--- config.mk ---
export PLATFORM = sky130hd
export DESIGN_NAME = controle_busca_flat
export DESIGN_NICKNAME = d
export VERILOG_FILES = /design/src/rtl/busca_pkg.sv /design/src/rtl/controle_busca_if.sv /design/src/rtl/fila_busca.sv /design/src/rtl/controle_busca.sv /design/src/flat_wrapper.sv
export SDC_FILE = /design/constraint.sdc
export NUM_CORES = 1
export LEC_CHECK = 0
export BUFFER_PORTS_ARGS = -buffer_cell sky130_fd_sc_hd__buf_2
export CAP_MARGIN = 10
export CORE_MARGIN = 2
export CORE_UTILIZATION = 50
export CTS_CLUSTER_DIAMETER = 80
export DETAILED_ROUTE_END_ITERATION = 10
export PLACE_DENSITY = 0.74
export SLEW_MARGIN = 20
export SYNTH_ARGS = -nofsm -noshare
export SYNTH_HDL_FRONTEND = slang
export SYNTH_SLANG_ARGS = --single-unit
export TNS_END_PERCENT = 30
--- constraint.sdc ---
create_clock -name clk -period 3 [get_ports clk]
set_clock_uncertainty 0.05 [all_clocks]
set_input_delay 0.15 -clock clk [delete_from_list [all_inputs] [get_ports clk]]
set_output_delay 0.15 -clock clk [all_outputs]
set_load 0.02 [all_outputs]
--- src/rtl/busca_pkg.sv ---
// busca_pkg: shared types and widths for the instruction-fetch controller.
//   estado_t  : fetch FSM state encoding (IDLE, RUN, FAULT)
//   entrada_t : queue entry {pc, instrucao}
//   PC_W      : program-counter / ROM address width
//   INSTR_W   : instruction width
package busca_pkg;

    localparam int PC_W    = 64;
    localparam int INSTR_W = 32;

    typedef enum logic [1:0] {
        ST_IDLE  = 2'd0,
        ST_RUN   = 2'd1,
        ST_FAULT = 2'd2
    } estado_t;

    typedef struct packed {
        logic [PC_W-1:0]    pc;
        logic [INSTR_W-1:0] instrucao;
    } entrada_t;

endpackage

--- src/rtl/controle_busca_if.sv ---
// controle_busca_if: groups the ROM port, the decode-side valid/ready
// handshake and the redirect request of the fetch controller.
//   mem_pc/mem_instrucao          : combinational ROM read port
//   out_valid/out_ready/out_*     : queue head handed to decode
//   redirect_valid/redirect_pc    : branch/jump request from execute
// Modports: master = fetch controller, slave = ROM/decode/execute side.
interface controle_busca_if;
    import busca_pkg::*;

    logic [PC_W-1:0]    mem_pc;
    logic [INSTR_W-1:0] mem_instrucao;
    logic               out_valid;
    logic               out_ready;
    logic [INSTR_W-1:0] out_instrucao;
    logic [PC_W-1:0]    out_pc;
    logic               redirect_valid;
    logic [PC_W-1:0]    redirect_pc;

    modport master (
        output mem_pc,
        input  mem_instrucao,
        output out_valid,
        input  out_ready,
        output out_instrucao,
        output out_pc,
        input  redirect_valid,
        input  redirect_pc
    );

    modport slave (
        input  mem_pc,
        output mem_instrucao,
        input  out_valid,
        output out_ready,
        input  out_instrucao,
        input  out_pc,
        output redirect_valid,
        output redirect_pc
    );

endinterface

--- src/rtl/fila_busca.sv ---
// fila_busca: 2-entry FIFO of fetched instructions.
// Ports:
//   clk, rst_n : clock, asynchronous active-low reset
//   push       : write din at the tail
//   pop        : drop the head (caller guarantees count != 0)
//   flush      : discard all entries, overrides push
//   din        : entry to write
//   dout       : head entry (registered)
//   count      : number of valid entries (0..2)
// Entry 0 is always the head, so dout comes straight from a register.
module fila_busca
    import busca_pkg::*;
(
    input  logic       clk,
    input  logic       rst_n,
    input  logic       push,
    input  logic       pop,
    input  logic       flush,
    input  entrada_t   din,
    output entrada_t   dout,
    output logic [1:0] count
);

    entrada_t   ent0_q, ent0_d;
    entrada_t   ent1_q, ent1_d;
    logic [1:0] count_q, count_d;

    always_comb begin
        ent0_d  = ent0_q;
        ent1_d  = ent1_q;
        count_d = count_q;
        if (flush) begin
            count_d = 2'd0;
        end else begin
            unique case ({push, pop})
                2'b10: begin
                    if (count_q == 2'd0) begin
                        ent0_d  = din;
                        count_d = 2'd1;
                    end else if (count_q == 2'd1) begin
                        ent1_d  = din;
                        count_d = 2'd2;
                    end
                end
                2'b01: begin
                    if (count_q != 2'd0) begin
                        ent0_d  = ent1_q;
                        count_d = count_q - 2'd1;
                    end
                end
                2'b11: begin
                    // Count is unchanged; with two entries the tail shifts up.
                    if (count_q == 2'd2) begin
                        ent0_d = ent1_q;
                        ent1_d = din;
                    end else if (count_q == 2'd1) begin
                        ent0_d = din;
                    end else begin
                        ent0_d  = din;
                        count_d = 2'd1;
                    end
                end
                default: ;
            endcase
        end
    end

    always_ff @(posedge clk or negedge rst_n) begin
        if (!rst_n) begin
            ent0_q  <= '0;
            ent1_q  <= '0;
            count_q <= 2'd0;
        end else begin
            ent0_q  <= ent0_d;
            ent1_q  <= ent1_d;
            count_q <= count_d;
        end
    end

    assign dout  = ent0_q;
    assign count = count_q;

endmodule

--- src/rtl/controle_busca.sv ---
// controle_busca: instruction-fetch controller for a word-addressed ROM.
// Owns the PC, reads the combinational ROM, queues instructions in
// fila_busca and presents them to decode; accepts redirects; stops with
// fault when the PC leaves 0..MEM_WORDS-1.
// Ports:
//   clk, rst_n    : clock, asynchronous active-low reset
//   start         : leave IDLE and begin fetching
//   bus (master)  : ROM port, decode handshake, redirect request
//   fault         : state is FAULT
//   busy          : state is RUN
//   perf_fetched  : saturating push count   (CONTROLE_BUSCA_PERF_EN only)
//   perf_stall    : saturating full-stall count (CONTROLE_BUSCA_PERF_EN only)
// Build option: CONTROLE_BUSCA_PERF_EN adds the two performance counters.
//
// state    | meaning
// ST_IDLE  | no fetch, waiting for start
// ST_RUN   | fetching whenever the queue can take an entry
// ST_FAULT | PC out of range, no fetch until an in-range redirect
module controle_busca
    import busca_pkg::*;
#(
    parameter int              MEM_WORDS = 64,
    parameter logic [PC_W-1:0] RESET_PC  = '0
) (
    input  logic                    clk,
    input  logic                    rst_n,
    input  logic                    start,
    controle_busca_if.master        bus,
    output logic                    fault,
    output logic                    busy
`ifdef CONTROLE_BUSCA_PERF_EN
    ,
    output logic [31:0]             perf_fetched,
    output logic [31:0]             perf_stall
`endif
);

    localparam logic [PC_W-1:0] MEM_LIMIT = PC_W'(MEM_WORDS);

    estado_t         state_q, state_d;
    logic [PC_W-1:0] pc_q, pc_d;

    logic            push, pop, flush, redir, room, pc_ok;
    logic [1:0]      count;
    entrada_t        din, dout;

    assign bus.mem_pc    = pc_q;
    assign bus.out_valid = (count != 2'd0);
    assign pop           = bus.out_valid && bus.out_ready;
    assign redir         = bus.redirect_valid && (state_q != ST_IDLE);
    assign pc_ok         = (pc_q < MEM_LIMIT);
    // A full queue still takes a new entry when the head leaves this cycle.
    assign room          = (count != 2'd2) || pop;
    assign din           = '{pc: pc_q, instrucao: bus.mem_instrucao};

    always_comb begin
        state_d = state_q;
        pc_d    = pc_q;
        push    = 1'b0;
        flush   = 1'b0;
        unique case (state_q)
            ST_IDLE: begin
                if (start) state_d = ST_RUN;
            end
            ST_RUN: begin
                if (!redir && room) begin
                    if (pc_ok) begin
                        push = 1'b1;
                        pc_d = pc_q + PC_W'(1);
                    end else begin
                        state_d = ST_FAULT;
                    end
                end
            end
            ST_FAULT: ;
            default: state_d = ST_IDLE;
        endcase
        // Redirect wins over everything; an out-of-range target parks in FAULT.
        if (redir) begin
            flush   = 1'b1;
            pc_d    = bus.redirect_pc;
            state_d = (bus.redirect_pc < MEM_LIMIT) ? ST_RUN : ST_FAULT;
        end
    end

    always_ff @(posedge clk or negedge rst_n) begin
        if (!rst_n) begin
            state_q <= ST_IDLE;
            pc_q    <= RESET_PC;
        end else begin
            state_q <= state_d;
            pc_q    <= pc_d;
        end
    end

    fila_busca u_fila (
        .clk   (clk),
        .rst_n (rst_n),
        .push  (push),
        .pop   (pop),
        .flush (flush),
        .din   (din),
        .dout  (dout),
        .count (count)
    );

    assign bus.out_instrucao = dout.instrucao;
    assign bus.out_pc        = dout.pc;
    assign fault             = (state_q == ST_FAULT);
    assign busy              = (state_q == ST_RUN);

`ifdef CONTROLE_BUSCA_PERF_EN
    logic [31:0] perf_fetched_q, perf_stall_q;
    logic        stall;

    assign stall = (state_q == ST_RUN) && (count == 2'd2) && !pop;

    always_ff @(posedge clk or negedge rst_n) begin
        if (!rst_n) begin
            perf_fetched_q <= '0;
            perf_stall_q   <= '0;
        end else begin
            if (push && (perf_fetched_q != '1)) perf_fetched_q <= perf_fetched_q + 32'd1;
            if (stall && (perf_stall_q != '1))  perf_stall_q   <= perf_stall_q + 32'd1;
        end
    end

    assign perf_fetched = perf_fetched_q;
    assign perf_stall   = perf_stall_q;
`endif

endmodule

--- src/flat_wrapper.sv ---
// flat-port wrapper written by rule: the top's interface ports become plain ports
module controle_busca_flat import busca_pkg::*;
#(
    parameter int              MEM_WORDS = 64,
    parameter logic [PC_W-1:0] RESET_PC  = '0
)
  (clk, rst_n, start, fault, busy, bus_mem_pc, bus_mem_instrucao, bus_out_valid, bus_out_ready, bus_out_instrucao, bus_out_pc, bus_redirect_valid, bus_redirect_pc);
  controle_busca_if bus_i ();
  input  logic clk;
  input  logic rst_n;
  input  logic start;
  output logic fault;
  output logic busy;
  output wire logic [$bits(bus_i.mem_pc)-1:0] bus_mem_pc;
  input wire logic [$bits(bus_i.mem_instrucao)-1:0] bus_mem_instrucao;
  output wire logic [$bits(bus_i.out_valid)-1:0] bus_out_valid;
  input wire logic [$bits(bus_i.out_ready)-1:0] bus_out_ready;
  output wire logic [$bits(bus_i.out_instrucao)-1:0] bus_out_instrucao;
  output wire logic [$bits(bus_i.out_pc)-1:0] bus_out_pc;
  input wire logic [$bits(bus_i.redirect_valid)-1:0] bus_redirect_valid;
  input wire logic [$bits(bus_i.redirect_pc)-1:0] bus_redirect_pc;
  assign bus_mem_pc = bus_i.mem_pc;
  assign bus_i.mem_instrucao = bus_mem_instrucao;
  assign bus_out_valid = bus_i.out_valid;
  assign bus_i.out_ready = bus_out_ready;
  assign bus_out_instrucao = bus_i.out_instrucao;
  assign bus_out_pc = bus_i.out_pc;
  assign bus_i.redirect_valid = bus_redirect_valid;
  assign bus_i.redirect_pc = bus_redirect_pc;
  controle_busca #(.MEM_WORDS(MEM_WORDS), .RESET_PC(RESET_PC)) u_core (.clk(clk), .rst_n(rst_n), .start(start), .bus(bus_i), .fault(fault), .busy(busy));
endmodule
==> results.md <==
- Post-synthesis xor/xnor area fraction: 0.00167
- Final wirelength: 29,000 um
- Highest clock rate: 0.347 GHz
- RSZ-0062 raised after global routing: no
- Post-route insts no fill: 1,556
- Drt initial violations: 507
- Final GP Congestion: 0.859
- Fin. Hold Viols: 0
- Worst Setup Path Type: reg -> reg
- CTS Buf Count: 26
- Synth Area in Simple Gates: 0.160
- Detail Route Antenna Nets: 0
- Largest stage delay on the critical path: 0.49 ns
- Detailed Routing Iterations Pass 1: 5
- Synth Area in Adders: 0.00476
- Post-synthesis sequential area ratio: 0.619
- Largest family of logic cells by synthesized area: simple AND/OR/NAND/NOR gates
- Clock root cell: clkbuf_16
- Clock Pin Slew Worst Setup and Hold Paths: 0.07 ns
- Internal power: 0.00759 W
- Final setup viols: 0
- Clk pwr share: 0.291
- CP Launch Type: flip-flop
- Total GRT Usage: 0.261
- Clk_lat worst skew: 0.52 ns
- WP data arrival: 3.23 ns
- #FFs+latches synth: 260
- Critical Path RT: 3.35 ns
- Max Transition Viols Final: 0
- Critical-path cell list: nor4_1 -> nand2_1 -> nor4_4 -> nand4_2 -> and2_2 -> buf_12 -> a22o_1
- Initial Util: 0.505
- Relative slew margins: 0.448
- Synth warn: 0
- P&R area growth vs syn: 33.8%
- I/O Buffers: 263
- Worst Max-Slew Pin Slew: 0.821 ns
- Vias in the first global route: 8,782
- Final setup TNS: 0 ns
- Max Cap Viol: 0
- Resized Gates After CTS: 0
- Worst min-delay path class: in -> reg
- Pleak: 7.27 nW
- Final Cell Area: 14,100 um2
- Total Nets Final: 1,366
- Net Count, Synth: 1,011
- Comb power frac: 0.311
- Critical path's top delay family: simple AND/OR/NAND/NOR gates
- Post-synth ARST share: 1.00
- Mux cell area share after synthesis: 0.0445
- Buf/Inv on CP: 1
- Initial antenna violation count: 0
- Post-DP HPWL: 18,200 um
- Total power: 0.0120 W
- Core box area: 20,800 um2
- CP max FO: 42
- Most frequent cells in the layout: buf_2 (262), dfrtp_1 (260), nand2_1 (188)
- CTS tree: built
- DRC violations left: 0
- Status: completed
- Wire per inst: 18.7 um
- CP endpoint kind: flip-flop
- Sequential Power Share: 0.399
- Die Y: 149 um
- Fin crit period: 2.88 ns
- PwrDens: 853 nW/um2
- Clock buffer depth: 3
- Commonest non-fill, non-tap cell in the layout: buf_2
- DP Area: 12,100 um2
- Switching power: 0.00440 W
- First-pass GRT wire length: 46,200 um
- Worst VDD drop: 0.554 mV
- Compound-Gate Fraction of Synth Area: 0.135
- Synthesized cell area: 10,500 um2
- Rows: 53
- Unique masters post-synth: 52
- Boundary Pins: 264
- Worst path slowest cell: nor4_4
- Sw Share: 0.367
- Largest net degree at the start of global routing: 86
- Diode count: 0
- GRT Residual Overflow: 0
- Vias post-DR: 8,673
- Synth Flop Type: dfrtp_1
- Vias per cell: 5.57
- CTS H-tree lvls: 1
- Mapped Avg Cell Area: 11.6 um2
- Die area: 22,200 um2
- EDFF count, synth: 0
- CTS Sinks: 260
- Placed Instances: 1,409
- Die Wd: 149 um
- Layout cell share with drive strength beyond 1: 0.278
- Final worst path period share: 0.961
- Synthesized instance count: 906
[what timing repair did]
item                      4_1_cts  5_1_grt
hold endpoints to repair      212        0
hold buffers                   99        0
setup buffers                   0        0
[worst register-to-register path, stage by stage, from the launching register on]
cell,delay [ns]
dfrtp_1,0.42
nor4_1,0.42
nand2_1,0.21
nor4_4,0.49
nand4_2,0.23
and2_2,0.42
buf_12,0.27
a22o_1,0.25
[routing by layer]
metal | routed length (um) | GRT usage | vias to the layer above
met5 | 0 | 0 | -
met4 | 1270 | 0.115 | 0
met3 | 2370 | 0.0627 | 96
met2 | 13700 | 0.423 | 436
met1 | 11700 | 0.336 | 4213
li1 | - | - | 3928
[worst paths after layout]
kind                                                 startpoint                                 end  slack (ns)  cells after the start
setup / recovery              u_core.bus.mem_pc[47]$_DFFE_PN0P_  u_core.u_fila.dout[76]$_DFFE_PN0P_        0.12                      7
hold / removal                                    bus_out_ready  u_core.u_fila.count[0]$_DFFE_PN0P_        0.11                      3
setup reg to reg              u_core.bus.mem_pc[47]$_DFFE_PN0P_  u_core.u_fila.dout[76]$_DFFE_PN0P_        0.12                      7
hold reg to reg            u_core.u_fila.ent1_q[78]$_DFFE_PN0P_  u_core.u_fila.dout[78]$_DFFE_PN0P_        0.43                      1
max in group asynchronous                                 rst_n  u_core.u_fila.dout[44]$_DFFE_PN0P_        1.78                      3
min in group asynchronous                                 rst_n  u_core.u_fila.dout[79]$_DFFE_PN0P_        0.17                      2
[logic make-up after synthesis]
| kind of cell | after synthesis |
|---|---|
| fa+ha+maj | 4 |
| simple gates | 348 |
| flops | 260 |
| xor+xnor | 2 |
| compound gates | 179 |
| buf+inv | 71 |
| mux | 42 |
[Yosys cell counts, types with 6 or more instances]
| library cell | instances | area share |
|---|---|---|
| mux2_1 | 36 | 0.039 |
| buf_6 | 8 | 0.0086 |
| buf_2 | 13 | 0.0062 |
| clkbuf_1 | 27 | 0.0096 |
| a211oi_2 | 11 | 0.013 |
| o21ai_0 | 29 | 0.014 |
| inv_1 | 15 | 0.0054 |
| dfrtp_1 | 260 | 0.62 |
| nand3_1 | 7 | 0.0033 |
| a22o_1 | 58 | 0.048 |
| a31oi_1 | 6 | 0.0036 |
| nor3_1 | 12 | 0.0057 |
| and2_1 | 60 | 0.036 |
| a21oi_1 | 6 | 0.0029 |
| a2bb2oi_1 | 23 | 0.019 |
| nor2_1 | 20 | 0.0071 |
| o31ai_1 | 23 | 0.016 |
| nand2_1 | 188 | 0.067 |
| nor4_1 | 31 | 0.018 |
[power by group through the flow]
stage / Clock (W) / Combinational [W] / Sequential (W)
floorplan: 0 / 0.00147 / 0.00548
global placement: 0 / 0.00351 / 0.00478
detailed placement: 0 / 0.00358 / 0.00481
CTS: 0.00354 / 0.00369 / 0.00475
global route: 0.00370 / 0.00400 / 0.00485
finish: 0.00348 / 0.00373 / 0.00478
[through the flow]
step	utilization	hold slack (ns)	setup WS, ns
2_1_floorplan	-	-0.196	0.526
3_3_place_gp	0.582	0.154	0.362
3_5_place_dp	0.583	0.157	0.240
4_1_cts	0.675	0.0724	0.213
5_1_grt	0.675	0.0930	0.0357
6_report	0.675	0.109	0.118
[flip-flops by register name, summed over array words and instances (netlist names)]
register	flops
u_core.state_q	2
u_core.bus.mem_pc	64
u_core.u_fila.dout	96
u_core.u_fila.count	2
u_core.u_fila.ent1_q	96
[final cells by class]
cell class | instances | area [um2]
Tap cell | 275 | 344
Fill cell | 1510 | 6770
Clock inverter | 18 | 228
Sequential cell | 260 | 6510
Timing Repair Buffer | 383 | 2540
Multi-Input combinational cell | 575 | 3680
Inverter | 15 | 56.3
Clock buffer | 30 | 697
No activity file was read; power rests on OpenSTA's default activity.
